**src/rtl/stat_seg_display_pkg.sv**
```systemverilog
// Shared definitions for the statistics seven-segment display: source select
// codes, digit count, active-low glyph table and converter state encoding.
package stat_seg_display_pkg;

  localparam int unsigned DIGITS = 8;

  localparam logic [2:0] SEL_LED    = 3'd0;
  localparam logic [2:0] SEL_CYCLES = 3'd1;
  localparam logic [2:0] SEL_UNCOND = 3'd2;
  localparam logic [2:0] SEL_COND   = 3'd3;
  localparam logic [2:0] SEL_BUBBLE = 3'd4;

  // Segment order is {dp,g,f,e,d,c,b,a}, a 0 lights the segment.
  localparam logic [7:0] SEG_BLANK = 8'hFF;

  typedef enum logic [1:0] {
    B2B_IDLE  = 2'd0,
    B2B_SHIFT = 2'd1,
    B2B_DONE  = 2'd2
  } b2b_state_e;

  // Glyphs 0-9 and A,b,C,d,E,F with dp off.
  function automatic logic [7:0] glyph(input logic [3:0] n);
    case (n)
      4'h0:    glyph = 8'hC0;
      4'h1:    glyph = 8'hF9;
      4'h2:    glyph = 8'hA4;
      4'h3:    glyph = 8'hB0;
      4'h4:    glyph = 8'h99;
      4'h5:    glyph = 8'h92;
      4'h6:    glyph = 8'h82;
      4'h7:    glyph = 8'hF8;
      4'h8:    glyph = 8'h80;
      4'h9:    glyph = 8'h90;
      4'hA:    glyph = 8'h88;
      4'hB:    glyph = 8'h83;
      4'hC:    glyph = 8'hC6;
      4'hD:    glyph = 8'hA1;
      4'hE:    glyph = 8'h86;
      default: glyph = 8'h8E;
    endcase
  endfunction

endpackage

```
**src/rtl/stat_seg_display_bin2bcd.sv**
```systemverilog
// Sequential double-dabble converter: 32-bit binary to 10-digit BCD.
// Start is accepted only in IDLE; valid is high for the single DONE cycle,
// 33 cycles after the cycle in which start was presented.
module stat_seg_display_bin2bcd
  import stat_seg_display_pkg::*;
(
  input  logic        clk,
  input  logic        rst,
  input  logic        start_i,
  input  logic [31:0] bin_i,
  output logic        idle_o,
  output logic        valid_o,
  output logic [39:0] bcd_o
);

  b2b_state_e  state_q;
  logic [31:0] bin_q;
  logic [39:0] bcd_q;
  logic [4:0]  cnt_q;
  logic        valid_q;
  logic [35:0] bcd_adj;

  // Add-3 correction for the lower nine digits. The top digit of a 32-bit
  // input never exceeds 4 while shifting, so it never needs correcting.
  for (genvar gi = 0; gi < 9; gi++) begin : g_adj
    assign bcd_adj[4*gi +: 4] = (bcd_q[4*gi +: 4] >= 4'd5) ?
                                (bcd_q[4*gi +: 4] + 4'd3) : bcd_q[4*gi +: 4];
  end

  // Converter FSM: load on start, 32 correct-and-shift steps, one DONE cycle.
  always_ff @(posedge clk) begin
    if (!rst) begin
      state_q <= B2B_IDLE;
      bin_q   <= '0;
      bcd_q   <= '0;
      cnt_q   <= '0;
      valid_q <= 1'b0;
    end else begin
      valid_q <= 1'b0;
      case (state_q)
        B2B_IDLE: begin
          if (start_i) begin
            bin_q   <= bin_i;
            bcd_q   <= '0;
            cnt_q   <= '0;
            state_q <= B2B_SHIFT;
          end
        end
        B2B_SHIFT: begin
          bcd_q <= {bcd_q[38:36], bcd_adj, bin_q[31]};
          bin_q <= {bin_q[30:0], 1'b0};
          cnt_q <= cnt_q + 5'd1;
          if (cnt_q == 5'd31) begin
            state_q <= B2B_DONE;
            valid_q <= 1'b1;
          end
        end
        B2B_DONE: state_q <= B2B_IDLE;
        default:  state_q <= B2B_IDLE;
      endcase
    end
  end

  assign idle_o  = (state_q == B2B_IDLE);
  assign valid_o = valid_q;
  assign bcd_o   = bcd_q;

endmodule

```
**src/rtl/stat_seg_display.sv**
```systemverilog
// 8-digit multiplexed seven-segment display for CPU LED data and statistics.
// A frame-synchronous snapshot of the selected word is shown in hex, or in
// decimal via the bin2bcd sub-block. Optional build macro:
// SEG_LEAD_ZERO_BLANK_EN blanks leading zero digits in decimal mode.
module stat_seg_display
  import stat_seg_display_pkg::*;
#(
  parameter int unsigned SCAN_DIV = 100000
) (
  input  logic        clk,
  input  logic        rst,
  input  logic [2:0]  sel,
  input  logic        hex_mode,
  input  logic [31:0] led_data_in,
  input  logic [31:0] total_cycles,
  input  logic [31:0] uncondi_branch_num,
  input  logic [31:0] condi_branch_num,
  input  logic [31:0] bubble_num,
  output logic [7:0]  an,
  output logic [7:0]  seg
);

  localparam int unsigned CNT_W = $clog2(SCAN_DIV);

  logic [CNT_W-1:0] scan_cnt_q;
  logic [2:0]       digit_idx_q;
  logic [31:0]      snap_val_q;
  logic             snap_hex_q;
  logic [31:0]      bcd_buf_q;
  logic             ovf_q;
  logic             start_pend_q;
  logic [7:0]       an_q, seg_q;
  logic [7:0]       an_d, seg_d;

  logic        scan_wrap, frame_wrap;
  logic [31:0] src_word;
  logic        b2b_start, b2b_idle, b2b_valid;
  logic [31:0] b2b_bin;
  logic [39:0] b2b_bcd;

  assign scan_wrap  = (scan_cnt_q == CNT_W'(SCAN_DIV - 1));
  assign frame_wrap = scan_wrap && (digit_idx_q == 3'd7);

  // Source word selection; unused codes show zero.
  always_comb begin
    src_word = 32'd0;
    case (sel)
      SEL_LED:    src_word = led_data_in;
      SEL_CYCLES: src_word = total_cycles;
      SEL_UNCOND: src_word = uncondi_branch_num;
      SEL_COND:   src_word = condi_branch_num;
      SEL_BUBBLE: src_word = bubble_num;
      default:    src_word = 32'd0;
    endcase
  end

  // A conversion starts at a decimal frame boundary; if the converter is
  // still finishing (DONE), the start is held pending until it reaches IDLE.
  assign b2b_start = frame_wrap ? !hex_mode : start_pend_q;
  assign b2b_bin   = frame_wrap ? src_word : snap_val_q;

  stat_seg_display_bin2bcd u_b2b (
    .clk     (clk),
    .rst     (rst),
    .start_i (b2b_start),
    .bin_i   (b2b_bin),
    .idle_o  (b2b_idle),
    .valid_o (b2b_valid),
    .bcd_o   (b2b_bcd)
  );

  // Scan timing: per-digit dwell counter and digit index.
  always_ff @(posedge clk) begin
    if (!rst) begin
      scan_cnt_q  <= '0;
      digit_idx_q <= '0;
    end else if (scan_wrap) begin
      scan_cnt_q  <= '0;
      digit_idx_q <= digit_idx_q + 3'd1;
    end else begin
      scan_cnt_q  <= scan_cnt_q + CNT_W'(1);
    end
  end

  // Frame snapshot of the selected word and mode, plus pending-start flag.
  always_ff @(posedge clk) begin
    if (!rst) begin
      snap_val_q   <= '0;
      snap_hex_q   <= 1'b0;
      start_pend_q <= 1'b0;
    end else begin
      if (frame_wrap) begin
        snap_val_q <= src_word;
        snap_hex_q <= hex_mode;
      end
      start_pend_q <= b2b_start && !b2b_idle;
    end
  end

  // Displayed BCD digits only change when a conversion completes.
  always_ff @(posedge clk) begin
    if (!rst) begin
      bcd_buf_q <= '0;
      ovf_q     <= 1'b0;
    end else if (b2b_valid) begin
      bcd_buf_q <= b2b_bcd[31:0];
      ovf_q     <= |b2b_bcd[39:32];
    end
  end

  logic [3:0] nibble;
  logic [7:0] glyph_w;
  logic       dp_on;
  logic       blank;

`ifdef SEG_LEAD_ZERO_BLANK_EN
  // lead_zero[i] is set when digits i..7 of the BCD buffer are all zero.
  logic [DIGITS:0] lead_zero;
  assign lead_zero[DIGITS] = 1'b1;
  for (genvar gi = 0; gi < DIGITS; gi++) begin : g_lz
    assign lead_zero[gi] = (bcd_buf_q[4*gi +: 4] == 4'd0) && lead_zero[gi+1];
  end
  assign blank = !snap_hex_q && !ovf_q && (digit_idx_q != 3'd0) &&
                 lead_zero[digit_idx_q];
`else
  assign blank = 1'b0;
`endif

  // Digit mux and glyph decode for the currently scanned digit.
  always_comb begin
    nibble  = snap_hex_q ? snap_val_q[{digit_idx_q, 2'b00} +: 4]
                         : bcd_buf_q[{digit_idx_q, 2'b00} +: 4];
    glyph_w = glyph(nibble);
    dp_on   = !snap_hex_q && ovf_q;
    seg_d   = blank ? SEG_BLANK : (glyph_w & {~dp_on, 7'h7F});
    an_d    = ~(8'd1 << digit_idx_q);
  end

  // Registered display outputs; reset shows "0" on digit 0.
  always_ff @(posedge clk) begin
    if (!rst) begin
      an_q  <= 8'hFE;
      seg_q <= 8'hC0;
    end else begin
      an_q  <= an_d;
      seg_q <= seg_d;
    end
  end

  assign an  = an_q;
  assign seg = seg_q;

endmodule

```
**config.mk**
```make
export PLATFORM = sky130hd
export DESIGN_NAME = stat_seg_display
export DESIGN_NICKNAME = d
export VERILOG_FILES = /design/src/rtl/stat_seg_display_pkg.sv /design/src/rtl/stat_seg_display_bin2bcd.sv /design/src/rtl/stat_seg_display.sv
export SDC_FILE = /design/constraint.sdc
export NUM_CORES = 1
export LEC_CHECK = 0
export BUFFER_PORTS_ARGS = -buffer_cell sky130_fd_sc_hd__buf_4
export CORE_MARGIN = 3
export CORE_UTILIZATION = 56
export CTS_CLUSTER_DIAMETER = 50
export DETAILED_ROUTE_END_ITERATION = 10
export GPL_TIMING_DRIVEN = 0
export PLACE_DENSITY = 0.8
export SLEW_MARGIN = 20
export SYNTH_ARGS = -nofsm -noshare
export SYNTH_HDL_FRONTEND = slang
export SYNTH_SLANG_ARGS = --single-unit
```
**constraint.sdc**
```tcl
create_clock -name clk -period 3.4 [get_ports clk]
set_clock_uncertainty 0.05 [all_clocks]
set_input_delay 1.02 -clock clk [delete_from_list [all_inputs] [get_ports clk]]
set_output_delay 1.02 -clock clk [all_outputs]
set_load 0.01 [all_outputs]
```
Word-level counts from Yosys, hierarchy flattened --
Memories as Yosys holds them, arrays and structs flattened. Cells that the tools add are included.
Operators by class: magnitude comparators 9, bitwise operators 4, add/sub/neg operators 12, muxes and demuxes 23, shift operators 3, reduce and logical (&&, ||, !) cells 14, eq/ne operators 10
Operator list (number):
- 32-bit one-hot mux with 5 select lines | 1
- 40-bit one-hot mux with 2 select lines | 1
- 32-bit two-way mux | 2
- 32-bit one-hot mux with 2 select lines | 1
- 32-bit by 6-bit variable part select with 4-bit output | 2
- 4-bit two-way mux | 10
- 40-bit two-way mux | 1
- 4-bit by 2-bit adder with 4-bit output (second input constant) | 9
- 4-bit by 3-bit >= comparator with 1-bit output (second input constant) | 9
- 17-bit by 1-bit adder with 17-bit output (second input constant) | 1
- 17-bit == test (second input constant) | 1
- 5-bit one-hot mux with 2 select lines | 1
- 8-bit bitwise AND | 1
- 8-bit NOT | 1
- 8-bit OR reduction | 1
- 1-bit by 3-bit left shift with 8-bit output (first input constant) | 1
- 3-bit by 2-bit == test with 1-bit output (second input constant) | 2
- 3-bit == test (second input constant) | 2
- 2-bit AND reduction | 3
- 5-bit by 1-bit adder with 5-bit output (second input constant) | 1
- 5-bit == test (second input constant) | 1
- 5-bit two-way mux | 1
- 2-bit two-way mux | 2
- 2-bit one-hot mux with 2 select lines | 1
- 13 further kinds | 19
Storage, ports and cells: output and inout bits 16, ROM bits 112, memories kept 1, register bits after elaboration 183, bits of input ports 166, word-level logic and storage cells 90
Memory list:
- (no name shown) | depth 16, bits a word 7, rd ports 1, clocked after memory_dff 0, write ports 0, RTL line stat_seg_display_pkg.sv:24 | case (n)

Depth between registers and ports, before layout --
depth in word-level cells 5, gate-level depth with buffers 11, depth with buffers taken out 9

Modules after synthesis --
A second synthesis with hierarchy kept.
Second synthesis, totals: cell total of the unflattened synthesis 1048, area total of the unflattened synthesis 9990.8 µm²
Modules (own cells, without submodules):
- stat_seg_display | area each 5920.7 µm², cells each 591, seq. area each 2062.0 µm², times used 1
- stat_seg_display_bin2bcd | area each 4070.2 µm², cells each 457, seq. area each 1601.5 µm², times used 1

Worst setup path before layout --
No wires, ideal clock.
kind input -> register, start input port sel[0], end register u_b2b.bin_q[4], setup time 0.128 ns, stages 8, path slack 0.532 ns, data required time 3.222 ns, arrival time 2.690 ns, path buffers 2, path through clkbuf_1 > buf_1 > mux2_2 > a22oi_1 > o22ai_1 > mux2_2 > o21ai_0 > o211ai_1
Between the ends: word-level cells in the longest chain between the ends 5, elaborated cells on any way between the ends 9, those cells by class eq/ne: 4; mux: 4; reduce/logical: 1
Ends and longest elaborated chain:
- start, declared | RTL line stat_seg_display.sv:12 | input logic [2:0] sel,
- 3-bit == test (tied with other cells) | RTL line stat_seg_display.sv:47 | case (sel)
- 32-bit one-hot mux with 5 select lines (*) | RTL line stat_seg_display.sv:47
- 32-bit two-way mux (*)
- 32-bit two-way mux (*) | RTL line stat_seg_display_bin2bcd.sv:42 | if (start_i) begin
- 32-bit one-hot mux with 2 select lines (*) | RTL line stat_seg_display_bin2bcd.sv:40 | case (state_q)
- end signal, assigned | RTL line stat_seg_display_bin2bcd.sv:43 | bin_q <= bin_i;
- end signal, assigned | RTL line stat_seg_display_bin2bcd.sv:51 | bin_q <= {bin_q[30:0], 1'b0};
- end, declared | RTL line stat_seg_display_bin2bcd.sv:17 | logic [31:0] bin_q;
Mark *: on every way between the ends. The rest lies on a longest branch, timed or not. The select of a mux whose other input is x is not followed. A chain may end at the register's enable or synchronous reset.

Final worst setup path --
start register snap_hex_q, end register seg_q[0], in the netlist seg[0]
Between the ends: word-level cells in the longest chain between the ends 3
Ends and longest elaborated chain:
- start, declared | RTL line stat_seg_display.sv:28 | logic snap_hex_q;
- start signal, assigned | RTL line stat_seg_display.sv:94 | snap_hex_q <= hex_mode;
- 4-bit two-way mux | RTL line stat_seg_display.sv:131 | nibble = snap_hex_q ? snap_val_q[{digit_idx_q, 2'b00} +: 4]
- memory 16 x 7 bit
- 8-bit bitwise AND | RTL line stat_seg_display.sv:135 | seg_d = blank ? SEG_BLANK : (glyph_w & {~dp_on, 7'h7F});
- end signal, assigned | RTL line stat_seg_display.sv:146 | seg_q <= seg_d;
- end, declared | RTL line stat_seg_display.sv:32 | logic [7:0] an_q, seg_q;
No other way between the ends.

==> impl_metrics.py <==
metrics = {
    "outcome": {
        "status": "finished, final reports clean",
    },
    "placement": {
        "placedInstanceArea_um2": 11000,
        "dp_cells": 1434,
        "io_buffers": 178,
        "place.gp.congestion": 0.972,
        "dp_hpwl_mm": 21.0,
    },
    "cts": {
        "clk_path_buf_depth": 2,
        "numCtsBuffers": 17,
        "postCtsResizedCells": 0,
        "tritoncts": "built",
        "hold_buffers": 0,
        "h-tree-depth": 4,
        "insertion_delay_ns": 0.44,
        "cts_root_buffer": "clkbuf_16",
        "post_cts_buffers": 0,
        "path_clk_slew_ns": 0.07,
        "cts_sinks": 183,
    },
    "floorplanning": {
        "initial_core_util_pct": 58.3,
        "core_area_um2": 16200,
        "die_area_um2": 18400,
        "die-width_um": 136,
        "io_pins": 182,
        "placementRows": 46,
        "die_y_um": 136,
    },
    "sta": {
        "holdWs_ns": 0.400,
        "slew_headroom_pct": 28.5,
        "timing.final.crit_share_pct": 90.4,
        "slew_violations": 0,
        "fin_crit_ns": 3.07,
        "setup_viol": 0,
        "fmax_ghz": 0.326,
        "rsz0062_at_grt": "false",
        "hold_viol": 0,
        "tightest_slew_ns": 1.07,
        "setup-tns-final_ns": 0,
    },
    "pwr": {
        "p_leak_nw": 4.41,
        "peakVddDrop_uv": 370,
        "power.density_nw_per_um2": 396,
    },
    "worst_hold_path": {
        "worstHoldPathType": "flip-flop to flip-flop",
        "hp-start": "ovf_q$_SDFFE_PN0P_",
    },
    "global_routing": {
        "grt-ovfl-total": 0,
        "grt_pass1_vias": 8245,
        "antenna_found_initial": 0,
        "grtUsageTotal_pct": 30.0,
        "grt_pass1_wl_mm": 43.1,
        "grt_max_degree": 17,
    },
    "worst_setup_path": {
        "cp_data_arrival_time_ns": 3.39,
        "crit_buf_inv": 3,
        "crit_path_start": "snap_hex_q$_SDFFE_PN0N_",
        "cp_slowest_stage_delay_ns": 0.43,
        "worstSetupPathType": "flip-flop to flip-flop",
        "slowest_stage": "clkbuf_1",
        "reg2reg_from": "snap_hex_q$_SDFFE_PN0N_",
        "critPathLaunchType": "flip-flop",
        "crit_fanout": 10,
        "required_ns": 3.72,
        "critPathTopFamily": "buffers and inverters",
        "end_kind": "flip-flop",
        "crit_path_cell_trace": "clkbuf_1 > clkbuf_2 > mux4_2 > a22oi_1 > nand3_1 > inv_1 > ha_1 > or3b_1 > a21oi_1",
    },
    "yosys": {
        "avgSynthCellArea_um2": 9.07,
        "async_flop_share_pct": 0,
        "synth_nets": 1238,
        "syn_inst": 1040,
        "synth_flop_cell": "dfxtp_1",
        "ys_seq_elements": 183,
        "synth.distinct_cells": 52,
        "synth-edff-count": 0,
        "yosysSeqAreaShare_pct": 38.8,
        "yosysWarnings": 0,
        "netlist_area_um2": 9430,
    },
    "final_layout": {
        "fin_util_pct": 72.1,
        "area_growth_pct": 23.6,
        "final_cells": 1466,
        "layout-drive-gt1-share_pct": 24.6,
        "antenna-diode-count": 0,
        "stdcell_area_um2": 11700,
        "fin_nets": 1435,
    },
    "routing": {
        "dr.first_iter.drc_count": 843,
        "drc": 0,
        "num_vias": 8754,
        "antenna_left": 0,
        "vias_per_cell": 5.97,
        "wl_per_cell_um": 19.1,
        "drt_wl_total_mm": 28.0,
        "dr.pass1.iters": 6,
    },
    "run": {
        "drv_cap": 0,
    },
}
per-stage QoR:
step	setup slack, ns	total power, mW
after floorplan	0.532	2.36
after global placement	0.194	2.56
after detailed placement	0.120	2.57
after CTS	0.160	4.61
after global routing	0.139	4.74
final	0.328	4.62
metal layers:
metal	global-route usage [%]	share of wire [%]	up-vias
met3	5.87	6.8	50
li1	-	-	4177
met5	0	0	-
met2	48.9	48	344
met4	9.97	2.5	0
met1	40.0	43	4183
path summary, 6_finish.rpt:
path,slack (ns),depth (start not counted),to
min reg2reg,0.40,1,seg[7]$_SDFF_PN1_
max,0.33,9,seg[0]$_SDFF_PN0_
max reg2reg,0.33,9,seg[0]$_SDFF_PN0_
min,0.40,1,seg[7]$_SDFF_PN1_
cell usage after synthesis (3+ instances only):
| cell | n | area (um^2) |
|---|---|---|
| xor2_1 | 17 | 149 |
| inv_1 | 27 | 101 |
| nor3_1 | 18 | 90.1 |
| and3_1 | 9 | 56.3 |
| nor2b_1 | 6 | 37.5 |
| a211oi_1 | 3 | 22.5 |
| nor2_1 | 109 | 409 |
| a21oi_1 | 32 | 160 |
| a32o_1 | 8 | 80.1 |
| nand2_1 | 100 | 375 |
| a22oi_1 | 93 | 698 |
| mux4_2 | 17 | 383 |
| o211ai_1 | 12 | 90.1 |
| nand4_1 | 4 | 25.0 |
| o21ai_0 | 36 | 180 |
| and2_1 | 23 | 144 |
| ha_1 | 32 | 400 |
| nand3_1 | 24 | 120 |
| buf_1 | 8 | 30.0 |
| mux2_2 | 55 | 619 |
| o221ai_1 | 21 | 184 |
| xnor2_1 | 14 | 123 |
| a221oi_1 | 5 | 43.8 |
| clkbuf_1 | 53 | 199 |
| nand2b_1 | 14 | 87.6 |
| buf_2 | 16 | 80.1 |
| o22ai_1 | 31 | 194 |
| mux2i_1 | 41 | 410 |
| dfxtp_1 | 183 | 3660 |
logic make-up after synthesis:
kind of cell             Yosys count  synth area share, %
AO/OA/AOI/OAI                    252                 18.6
flip-flops                       183                 38.8
multiplexers                     113                 15.0
XOR/XNOR                          31                 2.88
AND/OR/NAND/NOR                  322                 15.8
adder cells (fa/ha/maj)           32                 4.25
buffers and inverters            107                 4.63
state kept, by name, indices dropped and copies added, names as in the netlist:
register,cells
u_b2b.bin_q,32
scan_cnt_q,17
u_b2b.valid_o,1
snap_val_q,32
seg,8
u_b2b.cnt_q,5
snap_hex_q,1
ovf_q,1
u_b2b.bcd_o,40
u_b2b.state_q,2
start_pend_q,1
an,8
bcd_buf_q,32
digit_idx_q,3
report_power, final:
| part | switching [mW] | internal (mW) | total (mW) |
|---|---|---|---|
| clock network | 0.846 | 1.25 | 2.10 |
| logic | 0.174 | 0.201 | 0.375 |
| registers | 0.00316 | 2.15 | 2.15 |
| total | 1.02 | 3.60 | 4.62 |
final cells by class:
type | count | area (um^2)
plain buffers | 79 | 333
fillers | 1239 | 4510
flip-flops and latches | 183 | 3660
clock inverters | 12 | 175
inverters | 28 | 105
repair buffers | 178 | 1340
clock buffers | 20 | 447
multi-input cells | 750 | 5330
well taps | 216 | 270
cell usage in the layout, fill, tap and decap left out, types with 8 or more instances in the layout:
cell type,count
a21oi_1,32
a22oi_1,93
a32o_1,8
and2_1,23
and3_1,9
buf_1,8
buf_2,16
buf_4,178
clkbuf_1,54
clkbuf_16,17
dfxtp_1,183
ha_1,32
inv_1,27
mux2_2,55
mux2i_1,41
mux4_2,17
nand2_1,100
nand2b_1,14
nand3_1,24
nor2_1,109
nor3_1,18
o211ai_1,12
o21ai_0,36
o221ai_1,21
o22ai_1,31
xnor2_1,14
xor2_1,17
(Power assumes the default switching activity.)
